### config.mk
export PLATFORM = sky130hd
export DESIGN_NAME = chk_counter
export DESIGN_NICKNAME = d
export VERILOG_FILES = /design/src/rtl/or_result_checker_counter.sv
export SDC_FILE = /design/constraint.sdc
export NUM_CORES = 1
export LEC_CHECK = 0
export ABC_CLOCK_PERIOD_IN_PS = 1600
export BUFFER_PORTS_ARGS = -buffer_cell sky130_fd_sc_hd__buf_2
export CAP_MARGIN = 25
export CORE_AREA = 2 2 39 41
export CTS_CLUSTER_SIZE = 8
export DETAILED_ROUTE_END_ITERATION = 16
export DIE_AREA = 0 0 41 43
export GPL_TIMING_DRIVEN = 0
export PLACE_DENSITY = 0.61
export SLEW_MARGIN = 10
export SYNTH_ARGS = -nofsm -noshare
export SYNTH_HDL_FRONTEND = slang
export SYNTH_SLANG_ARGS = --single-unit
export TNS_END_PERCENT = 30
### constraint.sdc
create_clock -name i_clk -period 1.6 [get_ports i_clk]
set_clock_uncertainty 0.2 [all_clocks]
set_input_delay 0.32 -clock i_clk [delete_from_list [all_inputs] [get_ports i_clk]]
set_output_delay 0.32 -clock i_clk [all_outputs]
set_load 0.02 [all_outputs]
### src/rtl/or_result_checker_counter.sv
// Up-counter with synchronous clear and count enable; clear has priority.
module chk_counter #(
    parameter int W = 8
) (
    input  logic         i_clk,
    input  logic         i_rst_n,
    input  logic         i_clr,
    input  logic         i_en,
    output logic [W-1:0] o_q
);

    logic [W-1:0] r_q;

    // Count register: async reset, sync clear, then increment on enable.
    always_ff @(posedge i_clk or negedge i_rst_n) begin
        if (!i_rst_n) begin
            r_q <= '0;
        end else if (i_clr) begin
            r_q <= '0;
        end else if (i_en) begin
            r_q <= r_q + W'(1);
        end
    end

    assign o_q = r_q;

endmodule : chk_counter

[Word level (Yosys, flattened, before mapping)]
Cells that the tools add are included.
Word-level totals
  word-level logic and storage cells: 5
  output and inout port bits: 8
  input bits: 4
  register bits: 8
Cells by class
  reductions and logical operators: 1
  add/subtract/negate cells: 1
  muxes and demuxes: 2
Operators by type and width (number)
  $mux 8: 2
  $add 8x1->8 const B: 1
  $reduce_bool 2->1: 1

[Depth between registers and ports, before layout]
Gate-level depths: netlist (run 1).
  depth in word-level cells: 3
  mapped depth: 4
  gate-level depth less buffers: 4

[Least setup slack after synthesis (run 1)]
Ideal clock, no wire load.
  kind: register -> register
  from: register r_q[0], in the netlist o_q[0]
  to: register r_q[6], in the netlist o_q[6]
  period minus slack after synthesis: 1.584 ns
  data required time: 1.323 ns
  buffers on the path: 0
  slack: 0.016 ns
  stages on the path, launching flop included: 5
  data arrival time: 1.307 ns
  library setup time: 0.077 ns
  cells stage by stage: dfrtp_1 ha_1 nand3_1 or3_1 a21oi_1
On the way
  word-level cells in the longest chain between the ends: 3
RTL lines
  start: declaration: RTL line 12  | logic [W-1:0] r_q;
  start signal: assignment: RTL line 21  | r_q <= r_q + W'(1);
  $add 8x1->8: RTL line 21
  $mux 8: RTL line 20  | end else if (i_en) begin
  $mux 8: RTL line 18  | end else if (i_clr) begin
Every way passes these cells. The select of a mux whose other input is x is not followed.
A chain may end at the register's enable or synchronous reset.

[Worst setup path in the final report (run 1)]
Same ends and word-level chain as after synthesis.

==> results.cfg, run 1 <==
[status]
status = complete, no violations

[timing]
max_slew_margin_pct = 83.7
slew_viol_final = 0
finalHoldViolCount = 0
finalSetupTns_ps = 0
tightest_slew_ps = 245
post-route-period-util_pct = 92.5
finalSetupViolCount = 0
hold_slack_ps = 103
rsz0062_at_grt = false
clock.fmax_mhz = 676
period_needed_ps = 1480
fin_ws_ps = 120

[critical_path]
cp.required_ps = 1580
critPathMaxFanout = 4
start_kind = register
rr_worst_depth = 4
timing.critical_path.arrival_ps = 1460
end_kind = register
timing.setup.critical_path_class = register to register

[place]
hpwl_um = 532
place_congestion = 0.680
dpl_cell_area_um2 = 462
place_inst = 62
place_ws_ps = 75.7
port-buffer-count = 9

[synthesis]
synth.area.top_cells = dfrtp_1 (50%), o2111ai_4 (6.6%), xor2_1 (6.6%)
synthMuxAreaShare_pct = 2.52
synth_top_family_by_area = simple AND/OR/NAND/NOR gates
syn_avg_cell_area_um2 = 10.7
syn-instance-count = 37
yosysWarnings = 0
synth_xor_area_share_pct = 8.83
netlist_area_um2 = 397
syn_nets = 42
synth_largest_area_cell = dfrtp_1
synth_top_area_share_pct = 50.5
synthAdderAreaFrac_pct = 3.15
synth_compound_area_share_pct = 14.2
ys_ff_latch = 8
yosysSeqAreaShare_pct = 50.5
synth.distinct_cells = 14
synth-simple-area-share_pct = 17.0

[power_and_ir_drop]
power.leakage_nw = 0.228
ir_drop_uv = 351
power_density_mw_per_mm2 = 838

[die]
io_pins = 12
start_util_pct = 28.7
chipHeight_um = 43
rows = 14
dieWidth_um = 41
core_area_mm2 = 0.00138
die-area_mm2 = 0.00176

[detailed_routing]
wl_met1_um = 349
drc = 0
wl_met3_um = 72
antenna_left = 0
dr_total_vias = 330
routed_wl_um = 764
highest_layer = met4
met2WireLength_um = 331
first_pass_iters = 4
dr.first_iter.drc_count = 5
wl_per_cell_um = 11.6
avgViaCountPerCell = 5.00

[finish]
mostFrequentLayoutCell = buf_2
final_cell_mix = buf_2 (9), dfrtp_1 (6), nor2_1 (5)
largest_reg_flops = 8
fin_area_um2 = 497
antenna_cells = 0
drive_above_1_share_pct = 34.0
syn2layout_area_growth_pct = 25.2
final_cell_count_no_fill = 66
fin_nets = 57

[min_path]
min_path_cells = 2
hp-class = input port to register

[grt]
overflow = 0
grt_max_degree = 10
grt_pass1_wl_mm = 1.35
track_usage_pct = 12.3
grt_pass1_vias = 323
antenna_found_initial = 0

[clock_tree]
postCtsSetupRepairBufs = 0
root_buffer = clkbuf_4
clk_latency_ps = 250
cts.sinks = 8
cts_tree = built
cts_buffer_depth = 2
cts_buffers = 3
h-tree-depth = 1
clk_pin_slew_ps = 60

[flow_run]
maxCapViolations = 0
cell usage after synthesis:
cell type,number
a21oi_1,3
ha_1,1
mux2i_1,1
xor2_1,3
o2111ai_4,1
buf_4,2
nand3_1,2
nand4_1,2
o21ai_0,3
nor2_1,5
dfrtp_1,8
xnor2_1,1
nand2_1,2
or3_1,3
metal layers:
| metal | GRT usage [%] | vias to the layer above |
|---|---|---|
| met5 | 0 | - |
| met4 | 8.00 | 0 |
| met3 | 7.85 | 2 |
| met2 | 15.9 | 14 |
| met1 | 14.5 | 156 |
| li1 | - | 158 |
worst max-delay path, stage by stage (launching register included):
cell     delay, ps
dfrtp_2        410
ha_1           200
nand3_1        110
or3_1          350
a21oi_1        140
stage by stage:
step	utilization (%)	power, mW
finish	35.9	0.416
global route	35.9	0.444
CTS	35.7	0.427
detailed placement	33.4	0.260
global placement	33.4	0.260
floorplan	-	0.246
kinds of logic (layout without fill, tap and decap cells):
kind of cell,after synthesis,count (layout)
AND/OR/NAND/NOR,14,14
flip-flops,8,8
XOR/XNOR,4,4
adder cells (fa/ha/maj),1,1
AO/OA/AOI/OAI,7,7
buffers and inverters,2,15
multiplexers,1,1
report_power, final:
group / internal (mW) / total (mW) / switching (mW) / leakage [nW]
combinational: 0.0167 / 0.0411 / 0.0245 / 0.107
clock: 0.0860 / 0.158 / 0.0715 / 0.0138
sequential: 0.209 / 0.217 / 0.00878 / 0.107
total: 0.311 / 0.416 / 0.105 / 0.228
final timing paths:
| kind | start | end | slack, ps |
|---|---|---|---|
| max in group asynchronous | i_rst_n | o_q[0] | 780 |
| max reg2reg | o_q[0] | o_q[6] | 120 |
| min reg2reg | o_q[7] | o_q[7] | 350 |
| max | o_q[0] | o_q[6] | 120 |
| min in group asynchronous | i_rst_n | o_q[6] | 240 |
| min | i_clr | o_q[5] | 100 |
cell type report:
cell class / instances / area, µm²
multi-input combinational: 27 / 181
clock buffer: 3 / 22.5
tap: 16 / 20.0
sequential: 8 / 203
timing repair buffer: 10 / 55.1
fill: 157 / 887
buffer: 2 / 15.0
repair_timing:
| action | CTS | global route |
|---|---|---|
| gates resized for setup | 0 | 2 |
| setup endpoints to repair | 0 | 1 |
| hold buffers | 1 | 0 |
| hold endpoints to repair | 8 | 0 |
Note: power is estimated with default switching activity, not from simulation.
==> run 2, diff against run 1 <==
- CELL_PAD_IN_SITES_DETAIL_PLACEMENT: default -> 0
- CELL_PAD_IN_SITES_GLOBAL_PLACEMENT: default -> 1
- PLACE_DENSITY: 0.61 -> 0.73
==> run 2 against run 1 <==
  * Non-clock buffer count up 3
  * Sequential power hardly changed
  * Die area is the same
  * Register-to-register slack about the same
  * Largest power group unchanged
  * Core utilization grew 1.7 points
  * Final cell count grew 4.5%
  * Sequential cell count is the same
  * Critical path type is now register to primary output
  * Design area rose by 4.8%
==> results.cfg, run 2 (same netlist as run 1, synthesis figures left out) <==
[status]
status = complete, no violations

[place]
place_congestion = 0.620
place_ws_ps = 38.1
port-buffer-count = 9
dpl_cell_area_um2 = 462
hpwl_um = 598

[power_and_ir_drop]
power_density_mw_per_mm2 = 815
ir_drop_uv = 280
power.leakage_nw = 0.243

[grt]
antenna_found_initial = 0
grt_pass1_vias = 310
grt_max_degree = 10
overflow = 0
grt_pass1_wl_mm = 1.36
track_usage_pct = 12.0

[detailed_routing]
dr.first_iter.drc_count = 3
drc = 0
routed_wl_um = 845
first_pass_iters = 2
dr_total_vias = 331
wl_per_cell_um = 12.2
antenna_left = 0
avgViaCountPerCell = 4.80

[critical_path]
critPathMaxFanout = 3
start_kind = register
cp.required_ps = 1080
timing.critical_path.arrival_ps = 980
timing.setup.critical_path_class = register to primary output
end_kind = primary output

[timing]
tightest_slew_ps = 241
finalHoldViolCount = 0
fin_ws_ps = 104
slew_viol_final = 0
post-route-period-util_pct = 93.5
finalSetupTns_ps = 0
hold_slack_ps = 115
max_slew_margin_pct = 83.9
period_needed_ps = 1500
finalSetupViolCount = 0
clock.fmax_mhz = 668

[finish]
multi_input_comb_area_um2 = 184
final-seq-area_um2 = 201
largest_reg_flops = 8
mostFrequentLayoutCell = buf_2
final_cell_mix = buf_2 (9), dfrtp_1 (7), buf_4 (5), nor2_1 (5)
drive_above_1_share_pct = 37.7
antenna_cells = 0
fin_nets = 60
fin_area_um2 = 520
syn2layout_area_growth_pct = 31.2
fillers = 138

[flow_run]
maxCapViolations = 0

[clock_tree]
clk_latency_ps = 250
cts_buffer_depth = 2
cts_tree = built
clk_pin_slew_ps = 60
h-tree-depth = 1
cts_buffers = 3
root_buffer = clkbuf_4
cts.sinks = 8

[min_path]
hp-class = input port to register

[die]
rows = 14
die-area_mm2 = 0.00176
dieWidth_um = 41
core_area_mm2 = 0.00138
chipHeight_um = 43
start_util_pct = 28.7
io_pins = 12
run 2: power breakdown:
part / internal [mW] / switching, mW / leakage (nW)
sequential: 0.208 / 0.00691 / 0.109
combinational: 0.0256 / 0.0298 / 0.120
clock: 0.0858 / 0.0677 / 0.0138
total: 0.320 / 0.104 / 0.243
run 2: final timing paths:
kind                       startpoint     end  slack (ps)  cells after the start
setup / recovery               o_q[1]  o_q[1]         100                      2
hold reg to reg                o_q[7]  o_q[7]         340                      2
min in group asynchronous     i_rst_n  o_q[6]         240                      2
setup reg to reg               o_q[1]  o_q[6]         110                      4
hold / removal                  i_clr  o_q[6]         120                      2
max in group asynchronous     i_rst_n  o_q[0]         770                      2
run 2: timing repair:
| action | CTS | global route |
|---|---|---|
| setup endpoints to repair | 0 | 1 |
| setup buffers | 0 | 3 |
| endpoints found under the hold margin | 8 | 0 |
| resized for setup | 0 | 2 |
| hold buffers | 1 | 0 |
run 2: worst max-delay path, cell delays in order (launching register included):
cell and delay [ps]:
dfrtp_1 420, buf_4 150, buf_2 150
run 2: cell type report:
type                            instances  area share [%]
Clock buffer                            3            4.33
Sequential cell                         8            38.7
Timing Repair Buffer                   13            14.9
Buffer                                  2            2.88
Tap cell                               16            3.85
Multi-Input combinational cell         27            35.3
run 2: per-stage QoR:
step	util, %	cells	total power [mW]
after CTS	35.7	66	0.422
after global placement	33.4	62	0.260
after global routing	37.6	69	0.451
after detailed placement	33.4	62	0.262
after floorplan	-	37	0.246
final	37.6	69	0.424
run 2: routing by layer:
metal  global-route usage, %  up-vias  wire, µm
met5                       0        -         0
met4                    10.0        0         8
met3                    3.14        2        57
met2                    15.9       11       385
met1                    15.4      155       394
li1                        -      163         -
